## src/rtl/button_event.sv

```systemverilog
// Turns a debounced button level into one-cycle short press, long press and
// double click pulses, timed by a single shared sample counter.
module button_event #(
    parameter int LONG_CNT = 8,
    parameter int DBL_WIN  = 4,
    parameter int CNT_W    = 4
) (
    input  logic clk,
    input  logic rst_n,
    input  logic btn,
    output logic short_press,
    output logic long_press,
    output logic double_click,
    output logic busy
);

    typedef enum logic [2:0] {
        IDLE      = 3'd0,
        PRESS1    = 3'd1,
        WAIT2     = 3'd2,
        PRESS2    = 3'd3,
        LONG_HELD = 3'd4
    } state_t;

    localparam logic [CNT_W-1:0] LONG_LAST = CNT_W'(LONG_CNT - 1);
    localparam logic [CNT_W-1:0] DBL_LAST  = CNT_W'(DBL_WIN - 1);
    localparam logic [CNT_W-1:0] CNT_ONE   = CNT_W'(1);

    state_t           state;
    state_t           state_nxt;
    logic [CNT_W-1:0] cnt;
    logic [CNT_W-1:0] cnt_nxt;
    logic             short_nxt;
    logic             long_nxt;
    logic             double_nxt;

    always_ff @(posedge clk or negedge rst_n) begin
        if (!rst_n) begin
            state        <= IDLE;
            cnt          <= '0;
            short_press  <= 1'b0;
            long_press   <= 1'b0;
            double_click <= 1'b0;
        end else begin
            state        <= state_nxt;
            cnt          <= cnt_nxt;
            short_press  <= short_nxt;
            long_press   <= long_nxt;
            double_click <= double_nxt;
        end
    end

    // The counter restarts at 1 on every phase change, so it counts samples
    // of the current level including the one that entered the phase.
    always_comb begin
        state_nxt = state;
        cnt_nxt   = cnt;
        case (state)
            IDLE: begin
                if (btn) begin
                    state_nxt = PRESS1;
                    cnt_nxt   = CNT_ONE;
                end
            end
            PRESS1: begin
                if (!btn) begin
                    state_nxt = WAIT2;
                    cnt_nxt   = CNT_ONE;
                end else if (cnt == LONG_LAST) begin
                    state_nxt = LONG_HELD;
                end else begin
                    cnt_nxt = cnt + CNT_ONE;
                end
            end
            WAIT2: begin
                if (btn) begin
                    state_nxt = PRESS2;
                    cnt_nxt   = CNT_ONE;
                end else if (cnt == DBL_LAST) begin
                    state_nxt = IDLE;
                    cnt_nxt   = '0;
                end else begin
                    cnt_nxt = cnt + CNT_ONE;
                end
            end
            PRESS2: begin
                if (!btn) begin
                    state_nxt = IDLE;
                    cnt_nxt   = '0;
                end else if (cnt == LONG_LAST) begin
                    state_nxt = LONG_HELD;
                end else begin
                    cnt_nxt = cnt + CNT_ONE;
                end
            end
            LONG_HELD: begin
                if (!btn) begin
                    state_nxt = IDLE;
                    cnt_nxt   = '0;
                end
            end
            default: begin
                state_nxt = IDLE;
                cnt_nxt   = '0;
            end
        endcase
    end

    always_comb begin
        short_nxt  = 1'b0;
        long_nxt   = 1'b0;
        double_nxt = 1'b0;
        busy       = (state != IDLE);
        case (state)
            PRESS1:  long_nxt   = btn && (cnt == LONG_LAST);
            WAIT2:   short_nxt  = !btn && (cnt == DBL_LAST);
            PRESS2: begin
                double_nxt = !btn;
                long_nxt   = btn && (cnt == LONG_LAST);
            end
            default: ;
        endcase
    end

endmodule

```

## config.mk

```make
export PLATFORM = sky130hd
export DESIGN_NAME = button_event
export DESIGN_NICKNAME = d
export VERILOG_FILES = /design/src/rtl/button_event.sv
export SDC_FILE = /design/constraint.sdc
export NUM_CORES = 1
export LEC_CHECK = 0
export BUFFER_PORTS_ARGS = -buffer_cell sky130_fd_sc_hd__buf_4
export CAP_MARGIN = 20
export CORE_AREA = 2 2 41 43
export DETAILED_ROUTE_END_ITERATION = 12
export DIE_AREA = 0 0 43 45
export SETUP_SLACK_MARGIN = 0.2
export SYNTH_ARGS = -nofsm -noshare
export SYNTH_HDL_FRONTEND = slang
export SYNTH_SLANG_ARGS = --single-unit
```

## constraint.sdc

```tcl
create_clock -name clk -period 1.95 [get_ports clk]
set_input_delay 0.585 -clock clk [delete_from_list [all_inputs] [get_ports clk]]
set_output_delay 0.585 -clock clk [all_outputs]
set_load 0.05 [all_outputs]
```

==> impl_summary.txt, run 1 <==
----------------------------------------------------
[STA]
  Slew margin rel. ... 0.7794
  Setup-violating endpoint count in the final report ... 0
  Fin. max-slew vios ... 0
  F_max ... 551.1 MHz
  Post-layout minimum cycle time ... 1.815 ns
  Slew of the pin with the lowest slew margin ... 0.3225 ns
  Period utilisation layout ... 0.9306
  Final worst hold slack ... 0.1280 ns
  Unrepaired setup endpoints after global routing ... yes
  Hold violation count in the final report ... 0
  Worst setup skew after layout ... between 0.003 and 0.004 ns
  Setup TNS ... 0 ns

[Pwr]
  Proportion of power drawn by the clock network ... 0.240
  Switching pwr ... 0.2898 mW
  Fraction of power consumed by combinational cells ... 0.391
  Sum of internal, switching and leakage power ... 0.8091 mW
  Cell-internal power ... 0.5193 mW
  Pleak ... around 0.32 nW
  Maximum resistive drop on vdd ... 0.4882 mV
  Share of total power in sequential cells ... 0.368
  Power per Cell Area ... about 1200 nW/um^2
  Net switching share of the total power ... 0.3582

[Floorplanning]
  Vertical extent of the die ... between 40 and 50 um
  Row Count ... 14
  Die Span X ... between 40 and 50 um
  Std-Cell Core Area ... around 1500 um^2
  Effective utilization at floorplan ... 0.3937
  Total Die Area ... slightly below 2000 um^2
  Num ports ... 7

[Layout]
  Area overhead of the layout relative to synthesis ... 21.38%
  Number of fill cells ... approximately 150
  Number of antenna diodes ... 0
  Area of the multi-input gates ... 311.5 um^2
  Register area ... 252.7 um^2
  Share of post-route cells with drive strength above 1 ... 0.3429
  Net count, final ... 75
  Final std cells w/o fill ... 86

[Clock network]
  H-tree depth reported by CTS ... 1
  Number of clock sinks ... 10
  Clk root buf ... sky130_fd_sc_hd__clkbuf_4
  Clock-pin slew reported for the worst setup and hold paths after clock tree synthesis ... 0.07 ns
  Clock tree from TritonCTS ... done
  Clock buffer count from CTS ... 3
  Maximum buffer depth of the clock tree ... 2
  Clock Latency Late Sink ... approximately 0.27 ns

[Detailed routing]
  Post-route DRC violation count ... 0
  Via density per instance ... 5.581
  Overall routed net length ... 1151 um
  Routed vias ... 480
  Drt first pass iters ... 3
  Number of design-rule violations left by the first detailed-router iteration ... 7
  Routed len/inst ... around 13 um
  DRT antenna net count ... 0

[Job]
  Max_cap viols ... 0

[GRT]
  Number of global-route vias before repair ... 453
  Largest net degree at the start of global routing ... 14
  Wire length of the first global-routing pass ... 2104 um
  GRT Residual Overflow ... 0
  Aggregate global-route resource usage ... 0.1480
  Number of antenna violations at the first check in global routing ... 0

[Worst setup path]
  Crit Path Category ... register to output pin
  Register-to-register setup slack ... 0.33 ns
  CP arrival ... roughly 1.2 ns
  CP max-delay cell ... sky130_fd_sc_hd__dfrtp_2
  Worst path required time ... 1.36 ns
  Cell-by-cell trace of the critical path ... or3_4 > buf_6
  Buffers plus inverters on the worst setup path ... 1
  Worst Setup End Kind ... output pin
  Critical path startpoint ... state[0]
  Highest net fanout along the worst path ... 2
  Crit-path max cell delay ... just over 0.4 ns
  Delay-heaviest family, CP ... flip-flops
  Startpoint type of the worst setup path ... register
  Startpoint of the worst register-to-register path ... state[0]

[Synthesis]
  Gate count of the mapped netlist ... 60
  Distinct cell type count after synthesis ... 35
  Number of synthesized register bits ... 10
  Main flop type after synthesis ... sky130_fd_sc_hd__dfrtp_1
  Dominant cell by count in the synthesized netlist ... sky130_fd_sc_hd__dfrtp_1
  Count of synthesis-stage warnings from yosys ... 0
  Area share of the largest cell type after synthesis ... 0.4320
  Leading area contributor after synthesis ... sky130_fd_sc_hd__dfrtp_1
  Post-synthesis net count ... 64
  Average instance area after synthesis ... 9.655 um^2
  Part of the Yosys area used for sequential elements ... 0.4320
  Most frequent cells after synthesis ... sky130_fd_sc_hd__dfrtp_1 (10), sky130_fd_sc_hd__nand2_1 (4)
  Cell area after synthesis ... 579.3 um^2
  Number of flops mapped to enable cells by yosys ... 0
  Biggest area contributors in the synthesized netlist ... sky130_fd_sc_hd__dfrtp_1 (43%), sky130_fd_sc_hd__nand2b_1 (3.2%), sky130_fd_sc_hd__nor3_1 (2.6%), sky130_fd_sc_hd__o21ai_0 (2.6%), sky130_fd_sc_hd__nand2_1 (2.6%)
  Post-synthesis async set-or-reset flop share ... 1.000

[Status]
  Outcome ... finished clean

[Placed design]
  DP HPWL ... 805.1 um
  Global placement routability congestion ... roughly 0.80
  Port Buf Inserts ... 6
  Placed Cells incl. Taps ... 80

[Hold path]
  Worst hold-check path type ... input port to asynchronous set/reset pin

----------------------------------------------------
==> state kept, by name, summed over array words and instances, names as in the netlist <==
register	flops
state	3
long_press	1
short_press	1
cnt	4
double_click	1
==> layer usage <==
metal	global-route usage	vias up	share of wire
met4	0.05455	0	0.015
met1	0.2172	229	0.54
met5	0	-	0
met3	0.04800	2	0.036
li1	-	242	-
met2	0.2030	7	0.40
==> worst paths after layout <==
path	cells past startpoint	endpoint
min in group clk	1	state[0]
max	2	busy
min reg2reg	1	state[0]
max in group asynchronous	1	state[1]
min	1	state[0]
max reg2reg	5	cnt[3]
==> layout by cell type (no fill, tap or decap), drive strengths merged, types with 2 or more instances in the layout <==
| cell | count |
|---|---|
| clkbuf | 4 |
| or2 | 2 |
| nand2 | 4 |
| buf | 9 |
| nor2 | 3 |
| inv | 3 |
| dfrtp | 10 |
| a21oi | 2 |
| nor3 | 3 |
| nand2b | 3 |
| and3 | 2 |
| o21ai | 4 |
==> logic make-up after synthesis <==
kind of cell / synth area share
adder cells (fa/ha/maj): 0.02159
AND/OR/NAND/NOR: 0.2592
flip-flops: 0.4320
buffers and inverters: 0.05398
AO/OA/AOI/OAI: 0.2160
multiplexers: 0.01728
==> power by group through the flow <==
stage | registers, mW | clock network [mW] | logic (mW)
3_3_place_gp | 0.315 | 0 | 0.252
6_report | 0.298 | 0.194 | 0.317
5_1_grt | 0.305 | 0.206 | 0.350
2_1_floorplan | 0.299 | 0 | 0.212
3_5_place_dp | 0.315 | 0 | 0.255
4_1_cts | 0.292 | 0.195 | 0.300
==> area by class of cell <==
class / instances / area share
Multi-Input combinational cell: 44 / 0.4431
Sequential cell: 10 / 0.3594
Timing Repair Buffer: 9 / 0.1014
Clock buffer: 4 / 0.05160
Tap cell: 16 / 0.02847
Inverter: 3 / 0.01601
==> per-stage QoR <==
step / utilization / cell area, um^2 / setup WS [ns]
4_1_cts: 0.4685 / 689.4 / 0.1336
6_report: 0.4779 / 703.2 / 0.1354
3_5_place_dp: 0.4294 / 631.9 / 0.1371
3_3_place_gp: 0.4294 / 631.9 / 0.1628
2_1_floorplan: - / 579.3 / 0.2227
5_1_grt: 0.4779 / 703.2 / 0.1057
==> timing repair <==
item	CTS	global route
cloned	0	0
buffers inserted	2	0
pin swaps	1	0
hold buffers	0	0
resized for setup	3	4
endpoints found under the setup margin	1	3
No activity file was read; power rests on OpenSTA's default activity.
==> inputs of run 2 (changes only) <==
CORE_AREA = 2 2 39 41   (was 2 2 41 43)
DIE_AREA = 0 0 41 43   (was 0 0 43 45)
PLACE_DENSITY_LB_ADDON = 0.12   (was unset)
==> impl_summary.txt, run 2 (synthesis results as in run 1) <==
----------------------------------------------------
[Layout]
  Area overhead of the layout relative to synthesis ... 20.30%
  Net count, final ... 77
  Final std cells w/o fill ... 87
  Most frequent cells in the layout ... sky130_fd_sc_hd__buf_4 (10), sky130_fd_sc_hd__dfrtp_1 (8), sky130_fd_sc_hd__nand2_1 (4)
  Leading registers by flop count ... cnt (4), state (3)
  Share of post-route cells with drive strength above 1 ... 0.3239
  Number of flip-flops in the largest register ... 4
  Number of antenna diodes ... 0
  Register name with the most flops ... cnt
  Final Core Density ... 0.5036
  Leading cell type in the layout, fill and taps excluded ... sky130_fd_sc_hd__buf_4
  Number of fill cells ... 120

[Clock network]
  Clock-pin slew reported for the worst setup and hold paths after clock tree synthesis ... 0.07 ns
  Clock buffer count from CTS ... 3
  Clk root buf ... sky130_fd_sc_hd__clkbuf_4
  H-tree depth reported by CTS ... 1
  Clock Latency Late Sink ... 0.27 ns
  Maximum buffer depth of the clock tree ... 2
  Clock tree from TritonCTS ... done
  Number of clock sinks ... 10
  CTS Hold Buffers Added ... 0

[GRT]
  GRT Residual Overflow ... 0
  Number of antenna violations at the first check in global routing ... 0
  Wire length of the first global-routing pass ... 2070 um
  Number of global-route vias before repair ... 495
  Largest net degree at the start of global routing ... 11
  Aggregate global-route resource usage ... 0.1826

[Detailed routing]
  Overall routed net length ... 1228 um
  Routed vias ... approximately 500
  Number of design-rule violations left by the first detailed-router iteration ... 9
  Post-route DRC violation count ... 0
  Drt first pass iters ... 4
  DRT antenna net count ... 0
  Via density per instance ... 5.874
  Routed len/inst ... between 10 and 15 um

[STA]
  Setup ws final ... 0.1521 ns
  F_max ... 556.2 MHz
  Setup-violating endpoint count in the final report ... 0
  Fin. max-slew vios ... 0
  Hold violation count in the final report ... 0
  Final worst hold slack ... 0.1272 ns
  Slew of the pin with the lowest slew margin ... between 0.3 and 0.4 ns
  Slew margin rel. ... 0.7886
  Unrepaired setup endpoints after global routing ... yes
  Period utilisation layout ... 0.9220
  Setup TNS ... 0 ns
  Post-layout minimum cycle time ... 1.798 ns
  Worst setup skew after layout ... 0.004718 ns

[Hold path]
  Worst hold-check path type ... input port to asynchronous set/reset pin

[Placed design]
  Global placement routability congestion ... 0.8109
  Port Buf Inserts ... 6
  Worst slack after detailed placement ... between 0.1 and 0.15 ns
  Placed Cells incl. Taps ... 81
  DP HPWL ... 841.4 um

[Worst setup path]
  Cell-by-cell trace of the critical path ... or3_4 > buf_6
  Crit-path max cell delay ... 0.40 ns
  Buffers plus inverters on the worst setup path ... 1
  Crit Path Category ... register to output pin
  Worst path required time ... 1.36 ns
  Startpoint type of the worst setup path ... register
  CP max-delay cell ... sky130_fd_sc_hd__dfrtp_2
  Highest net fanout along the worst path ... 2
  CP arrival ... 1.21 ns
  Delay-heaviest family, CP ... flip-flops
  Worst Setup End Kind ... output pin

[Floorplanning]
  Die Span X ... 41 um
  Num ports ... 7
  Vertical extent of the die ... 43 um
  Total Die Area ... 1763 um^2
  Row Count ... 14
  Effective utilization at floorplan ... 0.4186
  Std-Cell Core Area ... 1384 um^2

[Job]
  Max_cap viols ... 0

[Pwr]
  Power per Cell Area ... 1103 nW/um^2
  Pleak ... around 0.33 nW
  Maximum resistive drop on vdd ... roughly 0.47 mV

[Status]
  Outcome ... finished clean

----------------------------------------------------
[run 2: power by group]
part           internal (mW)  switching (mW)
sequential             0.251          0.0439
clock                 0.0716          0.0759
combinational          0.157           0.169
total                  0.480           0.289
[run 2: area by class of cell]
type / instances / area [um^2] / share of cell area
Multi-Input combinational cell: 44 / 304.0 / 0.4363
Sequential cell: 10 / 252.7 / 0.3627
Timing Repair Buffer: 11 / 86.33 / 0.1239
Clock buffer: 3 / 22.52 / 0.03232
Tap cell: 16 / 20.02 / 0.02873
Inverter: 3 / 11.26 / 0.01616
[run 2: timing repair]
action                     in CTS  in global routing
buffers inserted                3                  0
setup endpoints to repair       1                  2
gates resized for setup         3                  3
pin swaps                       1                  0
[run 2: routing by layer]
metal  part of all wire  global-route usage  up-vias
met5                  0                   0        -
met4              0.038              0.1533        0
met3              0.041             0.03141        5
met2               0.46              0.2563       14
met1               0.46              0.2292      245
li1                   -                   -      247
[run 2: metrics by stage]
| stage | power (mW) | cell area (um^2) |
|---|---|---|
| after global placement | 0.5899 | 639.4 |
| final | 0.7687 | 696.9 |
| after global routing | 0.8178 | 696.9 |
| after detailed placement | 0.5885 | 639.4 |
| after CTS | 0.7634 | 690.7 |
| after floorplan | 0.5109 | 579.3 |
[run 2: worst paths after layout]
kind                          start        to  slack, ns  cells past startpoint
setup / recovery           state[2]      busy       0.15                      2
hold / removal                rst_n    cnt[0]       0.13                      1
setup reg to reg             cnt[0]    cnt[3]       0.29                      5
hold reg to reg              cnt[1]    cnt[1]       0.52                      1
max in group asynchronous     rst_n  state[0]       1.67                      1
min in group clk             cnt[1]    cnt[1]       0.52                      1
==> inputs of run 3 (changes only) <==
==> constraint.sdc (replaced) <==
create_clock -name clk -period 1.95 [get_ports clk]
set_input_delay 0.0975 -clock clk [delete_from_list [all_inputs] [get_ports clk]]
set_output_delay 0.0975 -clock clk [all_outputs]
set_load 0.05 [all_outputs]
==> impl_summary.txt, run 3 (synthesis results as in run 1) <==
----------------------------------------------------
[GRT]
  Number of global-route vias before repair ... 410
  Number of antenna violations at the first check in global routing ... 0
  GRT Residual Overflow ... 0
  Wire length of the first global-routing pass ... between 1500 and 2000 um
  Largest net degree at the start of global routing ... 12
  Aggregate global-route resource usage ... 0.1641

[Placed design]
  Global placement routability congestion ... 0.7157
  Worst slack after detailed placement ... 0.3403 ns
  Port Buf Inserts ... 6
  Area after detailed placement ... 631.9 um^2
  DP HPWL ... about 770 um
  Placed Cells incl. Taps ... 80

[STA]
  Slew margin rel. ... 0.7659
  Final worst hold slack ... about 0.15 ns
  F_max ... 611.8 MHz
  Setup-violating endpoint count in the final report ... 0
  Setup TNS ... 0 ns
  Unrepaired setup endpoints after global routing ... no
  Slew of the pin with the lowest slew margin ... around 0.34 ns
  Hold violation count in the final report ... 0
  Setup ws final ... 0.3156 ns
  Post-layout minimum cycle time ... 1.634 ns
  Worst setup skew after layout ... 0.007004 ns
  Fin. max-slew vios ... 0
  Period utilisation layout ... 0.8382

[Worst setup path]
  Cell-by-cell trace of the critical path ... ha_1 > and3b_2 > o32a_2 > o21ai_1 > o2bb2ai_1
  CP arrival ... roughly 1.8 ns
  Delay-heaviest family, CP ... compound AO/OA/AOI/OAI gates
  Startpoint type of the worst setup path ... register
  Crit Path Category ... register to register
  CP max-delay cell ... sky130_fd_sc_hd__dfrtp_1
  Buffers plus inverters on the worst setup path ... 0
  Highest net fanout along the worst path ... 6
  Worst Setup End Kind ... register
  Crit. path cell count ... 5
  Crit-path max cell delay ... 0.42 ns
  Worst path required time ... 2.15 ns
  Logic depth of the worst register-to-register path ... 5

[Layout]
  Share of post-route cells with drive strength above 1 ... 0.2464
  Number of fill cells ... 131
  Final Core Density ... 0.4901
  Number of flip-flops in the largest register ... 4
  Net count, final ... 74
  Register name with the most flops ... cnt
  Leading cell type in the layout, fill and taps excluded ... sky130_fd_sc_hd__dfrtp_1
  Cell area after layout ... 678.2 um^2
  Number of antenna diodes ... 0
  Final std cells w/o fill ... 85
  Leading registers by flop count ... cnt (4), state (3)
  Most frequent cells in the layout ... sky130_fd_sc_hd__dfrtp_1 (10), sky130_fd_sc_hd__buf_4 (7), sky130_fd_sc_hd__nand2_1 (4)
  Area overhead of the layout relative to synthesis ... 17.06%
  Register area ... 250.2 um^2
  Area of the multi-input gates ... 297.8 um^2

[Clock network]
  Clock tree from TritonCTS ... done
  H-tree depth reported by CTS ... 1
  Clock Latency Late Sink ... about 0.28 ns
  Clk root buf ... sky130_fd_sc_hd__clkbuf_4
  Clock buffer count from CTS ... 3
  Maximum buffer depth of the clock tree ... 2
  Clock-pin slew reported for the worst setup and hold paths after clock tree synthesis ... ~0.070 ns
  Number of clock sinks ... 10

[Detailed routing]
  Routed vias ... 475
  Drt first pass iters ... 2
  Via density per instance ... between 5 and 6
  Number of design-rule violations left by the first detailed-router iteration ... 11
  Routed len/inst ... 13.51 um
  Post-route DRC violation count ... 0
  DRT antenna net count ... 0
  Overall routed net length ... 1148 um

[Floorplanning]
  Row Count ... 14
  Die Span X ... 41 um
  Vertical extent of the die ... 43 um
  Num ports ... 7
  Effective utilization at floorplan ... 0.4186
  Std-Cell Core Area ... 1384 um^2
  Total Die Area ... 1763 um^2

[Status]
  Outcome ... finished clean

[Hold path]
  Hold path depth ... 3
  Worst hold-check path type ... input port to register

[Pwr]
  Pleak ... 0.3178 nW
  Maximum resistive drop on vdd ... 0.4342 mV
  Power per Cell Area ... 1118 nW/um^2
  Sum of internal, switching and leakage power ... between 0.7 and 0.8 mW

[Job]
  Max_cap viols ... 0

----------------------------------------------------
## run 3: cell count changes in the layout (fill, tap and decap cells not counted), sizes merged
cell and delta:
buf -4, clkbuf +1, dlygate4sd3 +1
## run 3: worst paths after layout
path	slack [ns]	endpoint	from
max reg2reg	0.32	cnt[3]	cnt[0]
min in group asynchronous	0.18	state[0]	rst_n
max	0.32	cnt[3]	cnt[0]
min	0.15	state[0]	btn
min reg2reg	0.53	cnt[1]	cnt[1]
max in group asynchronous	1.62	cnt[2]	rst_n
## run 3: final cells by class
class / count / share of cell area
multi-input cells: 44 / 0.4391
flip-flops and latches: 10 / 0.3690
repair buffers: 8 / 0.09225
clock buffers: 4 / 0.05351
well taps: 16 / 0.02952
inverters: 3 / 0.01661
## run 3: tightest hold or removal path: cells and delay by family
family                 cells  cell delay (ns)
AO/OA/AOI/OAI              1             0.10
buffers and inverters      1             0.15
AND/OR/NAND/NOR            1             0.05
## run 3: metal layers
| layer | routed length (um) | vias to the layer above | global-route usage |
|---|---|---|---|
| met5 | 0 | - | 0 |
| met4 | 34 | 0 | 0.1200 |
| met3 | 45 | 5 | 0.04712 |
| met2 | 502 | 8 | 0.1875 |
| met1 | 565 | 222 | 0.2483 |
| li1 | - | 240 | - |
## run 3: what timing repair did
item	4_1_cts	5_1_grt
endpoints found under the setup margin	0	1
endpoints found under the hold margin	10	0
setup buffers	0	0
hold buffers	1	0
gates resized for setup	0	1
## run 3: power breakdown
| part | internal, mW | switching, mW | leakage [nW] | total (mW) |
|---|---|---|---|---|
| registers | 0.250 | 0.0588 | 0.130 | 0.309 |
| clock network | 0.114 | 0.0791 | 0.0210 | 0.193 |
| logic | 0.122 | 0.135 | 0.167 | 0.256 |
| total | 0.486 | 0.273 | 0.318 | 0.758 |
